$ cat src/rtl/disp_src_sel_pkg.sv
`default_nettype none
// +----------------------------------------------------------------------+
// | disp_pkg : shared types and defaults for the display-source selector  |
// | Revision : 1.0                                                        |
// +----------------------------------------------------------------------+
package disp_pkg;

    typedef enum logic [1:0] {
        LIVE = 2'd0,
        SHOW = 2'd1,
        HOLD = 2'd2
    } state_t;

    localparam logic [1:0] FLD_NONE = 2'd0;
    localparam logic [1:0] FLD_HOUR = 2'd1;
    localparam logic [1:0] FLD_MIN  = 2'd2;
    localparam logic [1:0] FLD_SEC  = 2'd3;

    localparam int DEF_HW = 5;
    localparam int DEF_MW = 6;
    localparam int DEF_SW = 6;

endpackage
`default_nettype wire

$ cat src/rtl/disp_src_sel_if.sv
`default_nettype none
// +----------------------------------------------------------------------+
// | disp_src_sel_if : source-select request/data bus and display outputs  |
// | Revision : 1.0                                                        |
// +----------------------------------------------------------------------+
interface disp_src_sel_if
    import disp_pkg::*;
#(
    parameter int NCH = 3,
    parameter int HW  = DEF_HW,
    parameter int MW  = DEF_MW,
    parameter int SW  = DEF_SW
);
    logic                     tick;
    logic [NCH-1:0]           req;
    logic [1:0]               edit_field;
    logic [NCH*HW-1:0]        hour_in;
    logic [NCH*MW-1:0]        minute_in;
    logic [NCH*SW-1:0]        second_in;
    logic [HW-1:0]            hour_display;
    logic [MW-1:0]            minute_display;
    logic [SW-1:0]            second_display;
    logic [2:0]               blank;
    logic [$clog2(NCH)-1:0]   active_ch;
    logic                     timeout_evt;

    modport master (
        output tick, req, edit_field, hour_in, minute_in, second_in,
        input  hour_display, minute_display, second_display, blank, active_ch, timeout_evt
    );

    modport slave (
        input  tick, req, edit_field, hour_in, minute_in, second_in,
        output hour_display, minute_display, second_display, blank, active_ch, timeout_evt
    );

endinterface
`default_nettype wire

$ cat src/rtl/disp_src_sel_blink_gen.sv
`default_nettype none
// +----------------------------------------------------------------------+
// | blink_gen : tick-driven blink phase, toggles every BLINK_TICKS ticks  |
// | Revision : 1.0                                                        |
// +----------------------------------------------------------------------+
module blink_gen #(
    parameter int BLINK_TICKS = 1
) (
    input  wire logic signal,
    input  wire logic rst_n,
    input  wire logic tick,
    input  wire logic clr,
    input  wire logic en,
    output logic      phase
);
    localparam int            CW   = (BLINK_TICKS > 1) ? $clog2(BLINK_TICKS) : 1;
    localparam logic [CW-1:0] LAST = CW'(BLINK_TICKS - 1);

    logic [CW-1:0] cnt;

    // clr wins over a coincident tick so a restart always begins visible
    always_ff @(posedge signal or negedge rst_n) begin
        if (!rst_n) begin
            cnt   <= '0;
            phase <= 1'b0;
        end else if (clr) begin
            cnt   <= '0;
            phase <= 1'b0;
        end else if (en && tick) begin
            if (cnt == LAST) begin
                cnt   <= '0;
                phase <= ~phase;
            end else begin
                cnt   <= cnt + CW'(1);
            end
        end
    end

endmodule
`default_nettype wire

$ cat src/rtl/disp_src_sel.sv
`default_nettype none
// +----------------------------------------------------------------------+
// | disp_src_sel : display source selector with hold-off and field blink  |
// | Revision : 1.0                                                        |
// +----------------------------------------------------------------------+
module disp_src_sel
    import disp_pkg::*;
#(
    parameter int NCH         = 3,
    parameter int HW          = DEF_HW,
    parameter int MW          = DEF_MW,
    parameter int SW          = DEF_SW,
    parameter int HOLD_TICKS  = 5,
    parameter int BLINK_TICKS = 1
) (
    input  wire logic      signal,
    input  wire logic      rst_n,
    disp_src_sel_if.slave  bus
);
    localparam int             CHW       = $clog2(NCH);
    localparam int             HCW       = (HOLD_TICKS > 0) ? $clog2(HOLD_TICKS + 1) : 1;
    localparam logic [HCW-1:0] HOLD_LAST = HCW'((HOLD_TICKS > 0) ? HOLD_TICKS - 1 : 0);

    state_t          state, state_nx;
    logic [CHW-1:0]  active_ch_q, ach_nx;
    logic [HCW-1:0]  hold_cnt, hold_nx;
    logic            evt_q, evt_nx;
    logic [1:0]      edit_q;
    logic [HW-1:0]   hour_q;
    logic [MW-1:0]   minute_q;
    logic [SW-1:0]   second_q;

    logic            req_any, req_multi;
    logic [CHW-1:0]  req_ch;
    logic            req_valid;
    logic            unused_req0;

    assign unused_req0 = bus.req[0];

    always_comb begin
        req_any   = 1'b0;
        req_multi = 1'b0;
        req_ch    = '0;
        for (int i = 1; i < NCH; i++) begin
            if (bus.req[i]) begin
                if (req_any) req_multi = 1'b1;
                req_any = 1'b1;
                req_ch  = i[CHW-1:0];
            end
        end
    end

    assign req_valid = req_any && !req_multi;

    always_comb begin
        state_nx = state;
        ach_nx   = active_ch_q;
        hold_nx  = hold_cnt;
        evt_nx   = 1'b0;
        if (req_multi) begin
            state_nx = LIVE;
            ach_nx   = '0;
            hold_nx  = '0;
        end else begin
            case (state)
                LIVE: begin
                    ach_nx  = '0;
                    hold_nx = '0;
                    if (req_valid) begin
                        state_nx = SHOW;
                        ach_nx   = req_ch;
                    end
                end
                SHOW: begin
                    hold_nx = '0;
                    if (req_valid) begin
                        ach_nx = req_ch;
                    end else if (HOLD_TICKS == 0) begin
                        state_nx = LIVE;
                        ach_nx   = '0;
                    end else begin
                        state_nx = HOLD;
                    end
                end
                HOLD: begin
                    if (req_valid) begin
                        state_nx = SHOW;
                        ach_nx   = req_ch;
                        hold_nx  = '0;
                    end else if (bus.tick) begin
                        // expiry compares before the increment, so the counter never passes HOLD_TICKS
                        if (hold_cnt >= HOLD_LAST) begin
                            state_nx = LIVE;
                            ach_nx   = '0;
                            hold_nx  = '0;
                            evt_nx   = 1'b1;
                        end else begin
                            hold_nx  = hold_cnt + HCW'(1);
                        end
                    end
                end
                default: begin
                    state_nx = LIVE;
                    ach_nx   = '0;
                    hold_nx  = '0;
                end
            endcase
        end
    end

    always_ff @(posedge signal or negedge rst_n) begin
        if (!rst_n) begin
            state       <= LIVE;
            active_ch_q <= '0;
            hold_cnt    <= '0;
            evt_q       <= 1'b0;
            edit_q      <= FLD_NONE;
        end else begin
            state       <= state_nx;
            active_ch_q <= ach_nx;
            hold_cnt    <= hold_nx;
            evt_q       <= evt_nx;
            edit_q      <= bus.edit_field;
        end
    end

    logic [HW-1:0] hour_arr   [NCH];
    logic [MW-1:0] minute_arr [NCH];
    logic [SW-1:0] second_arr [NCH];

    for (genvar g = 0; g < NCH; g++) begin : g_unpack
        assign hour_arr[g]   = bus.hour_in[g*HW +: HW];
        assign minute_arr[g] = bus.minute_in[g*MW +: MW];
        assign second_arr[g] = bus.second_in[g*SW +: SW];
    end

    always_ff @(posedge signal or negedge rst_n) begin
        if (!rst_n) begin
            hour_q   <= '0;
            minute_q <= '0;
            second_q <= '0;
        end else begin
            hour_q   <= hour_arr[ach_nx];
            minute_q <= minute_arr[ach_nx];
            second_q <= second_arr[ach_nx];
        end
    end

    logic blink_en, blink_clr, phase;
    logic [2:0] blank_w;

    assign blink_en  = (bus.edit_field != FLD_NONE) && (ach_nx != '0);
    assign blink_clr = !blink_en || (ach_nx != active_ch_q) || (bus.edit_field != edit_q);

    blink_gen #(
        .BLINK_TICKS (BLINK_TICKS)
    ) u_blink (
        .signal (signal),
        .rst_n  (rst_n),
        .tick   (bus.tick),
        .clr    (blink_clr),
        .en     (blink_en),
        .phase  (phase)
    );

    // phase is held at 0 unless blink was active for the sampled edit field
    always_comb begin
        blank_w = 3'b000;
        if (phase) begin
            case (edit_q)
                FLD_HOUR: blank_w = 3'b100;
                FLD_MIN:  blank_w = 3'b010;
                FLD_SEC:  blank_w = 3'b001;
                default:  blank_w = 3'b000;
            endcase
        end
    end

    assign bus.hour_display   = hour_q;
    assign bus.minute_display = minute_q;
    assign bus.second_display = second_q;
    assign bus.blank          = blank_w;
    assign bus.active_ch      = active_ch_q;
    assign bus.timeout_evt    = evt_q;

endmodule
`default_nettype wire

$ cat src/flat_wrapper.sv
// flat-port wrapper written by rule: the top's interface ports become plain ports
module disp_src_sel_flat import disp_pkg::*;
#(
    parameter int NCH         = 3,
    parameter int HW          = DEF_HW,
    parameter int MW          = DEF_MW,
    parameter int SW          = DEF_SW,
    parameter int HOLD_TICKS  = 5,
    parameter int BLINK_TICKS = 1
)
  (signal, rst_n, bus_tick, bus_req, bus_edit_field, bus_hour_in, bus_minute_in, bus_second_in, bus_hour_display, bus_minute_display, bus_second_display, bus_blank, bus_active_ch, bus_timeout_evt);
  disp_src_sel_if #(.NCH(NCH), .HW(HW), .MW(MW), .SW(SW)) bus_i ();
  input  wire logic signal;
  input  wire logic rst_n;
  input wire logic [$bits(bus_i.tick)-1:0] bus_tick;
  input wire logic [$bits(bus_i.req)-1:0] bus_req;
  input wire logic [$bits(bus_i.edit_field)-1:0] bus_edit_field;
  input wire logic [$bits(bus_i.hour_in)-1:0] bus_hour_in;
  input wire logic [$bits(bus_i.minute_in)-1:0] bus_minute_in;
  input wire logic [$bits(bus_i.second_in)-1:0] bus_second_in;
  output wire logic [$bits(bus_i.hour_display)-1:0] bus_hour_display;
  output wire logic [$bits(bus_i.minute_display)-1:0] bus_minute_display;
  output wire logic [$bits(bus_i.second_display)-1:0] bus_second_display;
  output wire logic [$bits(bus_i.blank)-1:0] bus_blank;
  output wire logic [$bits(bus_i.active_ch)-1:0] bus_active_ch;
  output wire logic [$bits(bus_i.timeout_evt)-1:0] bus_timeout_evt;
  assign bus_i.tick = bus_tick;
  assign bus_i.req = bus_req;
  assign bus_i.edit_field = bus_edit_field;
  assign bus_i.hour_in = bus_hour_in;
  assign bus_i.minute_in = bus_minute_in;
  assign bus_i.second_in = bus_second_in;
  assign bus_hour_display = bus_i.hour_display;
  assign bus_minute_display = bus_i.minute_display;
  assign bus_second_display = bus_i.second_display;
  assign bus_blank = bus_i.blank;
  assign bus_active_ch = bus_i.active_ch;
  assign bus_timeout_evt = bus_i.timeout_evt;
  disp_src_sel #(.NCH(NCH), .HW(HW), .MW(MW), .SW(SW), .HOLD_TICKS(HOLD_TICKS), .BLINK_TICKS(BLINK_TICKS)) u_core (.signal(signal), .rst_n(rst_n), .bus(bus_i));
endmodule
$ cat config.mk
export PLATFORM = sky130hd
export DESIGN_NAME = disp_src_sel_flat
export DESIGN_NICKNAME = d
export VERILOG_FILES = /design/src/rtl/disp_src_sel_pkg.sv /design/src/rtl/disp_src_sel_if.sv /design/src/rtl/disp_src_sel_blink_gen.sv /design/src/rtl/disp_src_sel.sv /design/src/flat_wrapper.sv
export SDC_FILE = /design/constraint.sdc
export NUM_CORES = 1
export LEC_CHECK = 0
export BUFFER_PORTS_ARGS = -buffer_cell sky130_fd_sc_hd__buf_2
export CAP_MARGIN = 20
export CORE_MARGIN = 8
export CORE_UTILIZATION = 40
export DETAILED_ROUTE_END_ITERATION = 16
export GPL_ROUTABILITY_DRIVEN = 1
export PLACE_DENSITY = 0.75
export REMOVE_ABC_BUFFERS = 1
export SYNTH_ARGS = -nofsm -noshare
export SYNTH_HDL_FRONTEND = slang
export SYNTH_SLANG_ARGS = --single-unit
$ cat constraint.sdc
create_clock -name signal -period 5 [get_ports signal]
set_clock_uncertainty 0.15 [all_clocks]
set_input_delay 0.5 -clock signal [delete_from_list [all_inputs] [get_ports signal]]
set_output_delay 0.5 -clock signal [all_outputs]
set_load 0.005 [all_outputs]
==> results of run 1 <==
worst max-delay path by stage:
| stage | startpoint | endpoint | slack, ns |
|---|---|---|---|
| after detailed placement | bus_req[1] | u_core.bus.hour_display[3] | 1.80 |
| final | bus_req[1] | u_core.bus.hour_display[3] | 2.15 |
| after global routing | bus_req[2] | u_core.bus.second_display[0] | 1.91 |
| after global placement | bus_req[2] | u_core.bus.second_display[5] | 1.82 |
| after floorplan | bus_req[2] | u_core.u_blink.phase | 1.74 |
| after CTS | bus_req[2] | u_core.bus.hour_display[3] | 2.09 |
area by class of cell:
| type | instances | share of cell area [%] |
|---|---|---|
| Multi-Input combinational cell | 86 | 36.1 |
| Sequential cell | 28 | 35.4 |
| Timing Repair Buffer | 81 | 20.6 |
| Tap cell | 48 | 3.04 |
| Clock buffer | 3 | 2.09 |
| Clock inverter | 1 | 1.52 |
| Inverter | 6 | 1.14 |
kinds of logic after synthesis:
kind of cell | Yosys count | share of synthesized area (%)
compound gates | 30 | 16.4
xor+xnor | 2 | 1.19
fa+ha+maj | 7 | 5.97
buf+inv | 11 | 3.75
flops | 28 | 47.8
mux | 19 | 13.0
simple gates | 28 | 11.9
per-layer routing:
metal | part of all wire, % | up-vias
met5 | 0 | -
met4 | 1.3 | 0
met3 | 12 | 5
met2 | 45 | 56
met1 | 41 | 593
li1 | - | 616
state kept, by name, summed over array words and instances, names as in the netlist:
name and cells:
u_core.bus.second_display 6, u_core.state 2, u_core.bus.timeout_evt 1, u_core.bus.minute_display 6, u_core.edit_q 2, u_core.hold_cnt 3, u_core.bus.active_ch 2, u_core.bus.hour_display 5
u_core.u_blink.phase 1
power by group through the flow:
| stage | Combinational [W] | Sequential, W | Clock (W) |
|---|---|---|---|
| 2_1_floorplan | 0.0000870 | 0.000285 | 0 |
| 3_3_place_gp | 0.000176 | 0.000280 | 0 |
| 3_5_place_dp | 0.000178 | 0.000281 | 0 |
| 4_1_cts | 0.000178 | 0.000277 | 0.000182 |
| 5_1_grt | 0.000195 | 0.000281 | 0.000191 |
| 6_report | 0.000172 | 0.000276 | 0.000180 |
cell usage after synthesis (all sizes together), types with 2 or more instances:
master,count,share of area (%)
a211oi,3,1.9
nor3,3,1.0
nor4b,2,1.2
o2bb2ai,17,10
xnor2,2,1.2
a21oi,4,1.4
nand2,3,0.77
mux2i,19,13
nand2b,4,1.7
buf,5,2.2
nor2,6,1.5
dfrtp,28,48
and3b,2,1.2
inv,6,1.5
ha,7,6.0
layout by cell type, fill, tap and decap left out, drive strengths merged, types with 2 or more instances in the layout:
master    n
ha        7
nor3      3
a21oi     4
nor2      6
o2bb2ai  17
inv       6
nor4b     2
nand2     3
nand2b    4
dfrtp    28
buf      81
mux2i    19
xnor2     2
clkbuf    3
a211oi    3
and3b     2
stage by stage:
stage	std cells	worst slack, ns	hold WS [ns]	area [µm²]	total power (W)
floorplan	120	1.74	0.0544	1430	0.000372
global placement	249	1.82	0.359	1910	0.000456
detailed placement	249	1.80	0.363	1910	0.000458
CTS	253	2.09	0.0976	1980	0.000637
global route	253	1.91	0.122	1980	0.000667
finish	253	2.15	0.0715	1980	0.000628
==> qor.txt, run 1 <==
Synth Cell Area = 1470 µm²
Synth Flop Type = dfrtp_1
global-route wire length before repair = 6.40 mm
CP Launch Type = input port
fill count = 352
register share of total power = 44.0%
met3 Usage GRT = 7.67%
n_diodes = 0
Slew Limit Fails = 0
async set or reset register ratio after synthesis = 100%
sw power = 0.000174 W
critical path's top delay family = compound AO/OA/AOI/OAI gates
Total GRT Usage = 13.3%
Gate power share = 27.4%
antenna violation net count after detailed routing = 0
die area = 5860 µm²
CP max stage cell = nor3b_4
initial antenna violation count = 0
grt met1 use = 13.5%
H-tree Lvls = 1
Layout Utilization = 54.8%
Root Driver = clkbuf_8
CP required = 5.05 ns
YS warnings = 0
RSZ-0062 raised after global routing = false
vias per inst = 5.02
CTS Hold Bufs = 0
RePlAce Congestion = 0.749
TNS Setup = 0 ns
cell row count = 22
footprint of the multi-input gates = 714 µm²
WL final = 3.71 mm
leakage = 1.05 nW
Worst Setup End Kind = register
synth unique cells = 33
largest net degree at the start of global routing = 29
Worst path depth = 8
Post-Syn Instances = 125
chip height = 76.5 µm
CTS tree = yes
DR vias = 1270
core area = 3610 µm²
worst-path fanout max = 20
Switching Fraction = 27.8%
first drt pass iteration count = 4
Final Setup Violations = 0
Seq cells post-synth = 28
actual slew at the worst max-slew pin = 0.713 ns
Starting Density = 40.7%
CTS clk-pin slew, worst paths = 0.10 ns
TritonCTS buffer count = 3
Die W = 76.5 µm
Global Route met2 Usage = 22.1%
Max-cap violations = 0
Avg Inst Size Synth = 11.7 µm²
GRT overflow = 0
drt drc = 0
Crit Path Class = in -> reg
CTS max path bufs = 2
Min-Delay Path Class = in -> async
CTS-repair resized insts = 0
worst r2r src = u_core.state[0]
status = complete, no violations
FF+latch area = 701 µm²
worst endpoint data arrival time = 2.90 ns
HPWL Detailed = 3.02 mm
internal power component = 0.000454 W
cells along the critical path = buf_2 -> inv_1 -> ha_1 -> mux2i_1 -> a211oi_1 -> o21ba_2 -> nor3b_4 -> o2bb2ai_1
I/O pin cnt = 82
Top Usage Layer GRT = met2
relative slew slack = 52.4%
number of synthesized flops with an enable pin = 0
final hold viol count = 0
Skew-Pair Late Insertion Delay = 0.27 ns
clock sinks = 28
IO Port Bufs = 80
area delta synth->final = 34.8%
Buf/Inv on CP = 2
Final #Nets = 272
r2r worst-path depth = 5
proportion of layout cells with a drive suffix above 1 = 43.9%
WL/cell = 14.6 µm
sequential area share after synthesis = 47.8%
RR Endpoint = u_core.bus.hour_display[3]
Pwr Density = 318 nW/µm²
Clk pwr share = 28.6%
setup bufs post-CTS = 0
crit path time final = 2.85 ns
initial drt markers = 27
Final Cycle Share = 57.1%
peak supply drop = 157 µV
flop2flop setup slack = 2.39 ns
vias in the first global route = 1465
Highest Clock Rate = 351 MHz
max incr delay on CP = 0.69 ns
No activity file was read; power rests on OpenSTA's default activity.
==> inputs of run 2 (changes only) <==
Settings changed: CORE_UTILIZATION 40 to 39, PLACE_DENSITY 0.75 to 0.77.
Clock period 5 ns to 2.6 ns, I/O delays scaled along.
==> run 2 against run 1 <==
  * Worst setup slack worse by 1.6 ns
  * Largest power group unchanged
  * Die area is 2.0% higher
  * Flip-flop and latch count stayed put
  * Wire length is 2.0% higher
  * Sequential power is 92% higher
  * Final area is 3.7% higher
  * Sequential share of layout area is 1.3 points lower
  * Via count is 1.2% lower
  * Core utilization is 1.6 points higher
  * Critical endpoint is now u_core.u_blink.phase
  * Power is 95% higher
  * Worst hold slack worse by 0.035 ns
  * Non-clock buffer count is 7 higher
==> qor.txt, run 2 (same netlist as run 1, synthesis figures left out) <==
most frequent cells in the layout = 80 x buf_2, 28 x dfrtp_1, 19 x mux2i_1
area delta synth->final = 39.8%
worst slack, placed = 0.267 ns (-1.53 ns)
critical path's top delay family = simple AND/OR/NAND/NOR gates
Crit Path Class = reg -> reg
clock sinks = 28 (unchanged)
proportion of layout cells with a drive suffix above 1 = 44.3% (+0.44 points)
CTS max path bufs = 2 (unchanged)
global-route wire length before repair = 6.35 mm (-0.86%)
vias in the first global route = 1401 (-4.4%)
CP required = 2.64 ns (-2.41 ns)
I/O pin cnt = 82 (unchanged)
Die W = 77.3 µm (+1.0%)
CTS-repair resized insts = 0 (unchanged)
CTS tree = yes
setup bufs post-CTS = 0 (unchanged)
CP Launch Type = register
IO Port Bufs = 80 (unchanged)
RSZ-0062 raised after global routing = false
cells along the critical path = nand2b_1 -> nor3_1 -> o21ba_2 -> buf_4 -> nand4_1 -> a211oi_2
CP max stage cell = dfrtp_1
Pwr Density = 599 nW/µm² (+89%)
crit path time final = 2.05 ns
relative slew slack = 59.3% (+6.9 points)
Layout Cells excl Fill = 260 (+2.8%)
max incr delay on CP = 0.45 ns (-0.24 ns)
DR vias = 1255 (-1.2%)
Starting Density = 40.4% (-0.31 points)
worst endpoint data arrival time = 2.10 ns (-0.80 ns)
Min-Delay Path Class = in -> reg
Placed Cells = 253 (+1.6%)
WL/cell = 14.5 µm (-0.78%)
antenna violation net count after detailed routing = 0 (unchanged)
chip height = 77.3 µm (+1.0%)
initial antenna violation count = 0 (unchanged)
Final Setup Violations = 0 (unchanged)
n_diodes = 0 (unchanged)
Max-cap violations = 0 (unchanged)
WL final = 3.78 mm (+2.0%)
die area = 5980 µm² (+2.0%)
initial drt markers = 19 (-30%)
leakage = 1.09 nW (+3.7%)
CTS clk-pin slew, worst paths = 0.10 ns (about the same)
GRT overflow = 0 (unchanged)
TritonCTS buffer count = 3 (unchanged)
r2r worst-path depth = 6 (+1)
RePlAce Congestion = 0.849 (+13%)
status = complete, no violations
core area = 3630 µm² (+0.76%)
flop2flop setup slack = 0.55 ns (-1.84 ns)
Worst Setup End Kind = register
HPWL Detailed = 3.05 mm (+0.95%)
vias per inst = 4.83 (-3.8%)
Slew Limit Fails = 0 (unchanged)
Root Driver = clkbuf_8
leading cell type in the layout, fill and taps excluded = buf_2
Layout Utilization = 56.4% (+1.6 points)
Final #Nets = 279 (+2.6%)
Total GRT Usage = 13.0% (-0.29 points)
worst-path fanout max = 19 (-5.0%)
Final Cycle Share = 79.0%
first drt pass iteration count = 4 (unchanged)
largest net degree at the start of global routing = 29 (unchanged)
Worst path depth = 6 (-2)
H-tree Lvls = 1 (unchanged)
drt drc = 0 (unchanged)
Skew-Pair Late Insertion Delay = 0.27 ns (about the same)
actual slew at the worst max-slew pin = 0.611 ns (-0.102 ns)
post-route setup slack = 0.546 ns (-1.60 ns)
Buf/Inv on CP = 1 (-1)
final hold viol count = 0 (unchanged)
cell row count = 22 (unchanged)
Highest Clock Rate = 487 MHz
WHS Path Cells = 2
peak supply drop = 294 µV (+88%)
Hold Slack = 0.0361 ns (-0.0354 ns)
==> run 2: changes by cell type in the layout (fill, tap and decap cells not counted) <==
cell and change:
buf_12 +1, buf_4 +3, dlygate4sd3_1 +3
==> run 2: power by group <==
part	internal, W	switching [W]	total, W
Combinational	0.000182	0.000177	0.000358
Sequential	0.000504	0.0000264	0.000531
Clock	0.000206	0.000133	0.000339
Total	0.000892	0.000336	0.00123
==> run 2: worst paths after layout <==
check	from	end
worst max register to register	u_core.state[0]	u_core.u_blink.phase
worst max-delay path	u_core.state[0]	u_core.u_blink.phase
min in group asynchronous	rst_n	u_core.hold_cnt[0]
max in group asynchronous	rst_n	u_core.edit_q[1]
worst min register to register	u_core.state[1]	u_core.state[0]
worst min-delay path	bus_hour_in[12]	u_core.bus.hour_display[2]
==> run 2: timing repair <==
item | 4_1_cts | 5_1_grt
endpoints found under the hold margin | 30 | 0
hold buffers | 3 | 0
setup endpoints to repair | 0 | 0
==> run 2: area by class of cell <==
cell class,instances,area [µm²]
sequential,28,701
clock buffer,3,41.3
fill,342,1580
multi-input combinational,86,714
tap,48,60.1
clock inverter,1,30.0
timing repair buffer,88,480
inverter,6,22.5
==> run 2: routing by layer <==
metal	wire [µm]	global-route usage [%]
met1	1650	14.3
met2	1600	20.0
met3	476	7.69
met4	57	5.09
met5	0	0
==> run 2: metrics by stage <==
step | instance area, µm² | power, W | TNS, ns
after CTS | 2050 | 0.00125 | 0
final | 2050 | 0.00123 | 0
after detailed placement | 1950 | 0.000903 | 0
after global routing | 2050 | 0.00131 | 0
after global placement | 1950 | 0.000895 | 0
after floorplan | 1430 | 0.000716 | -6.59
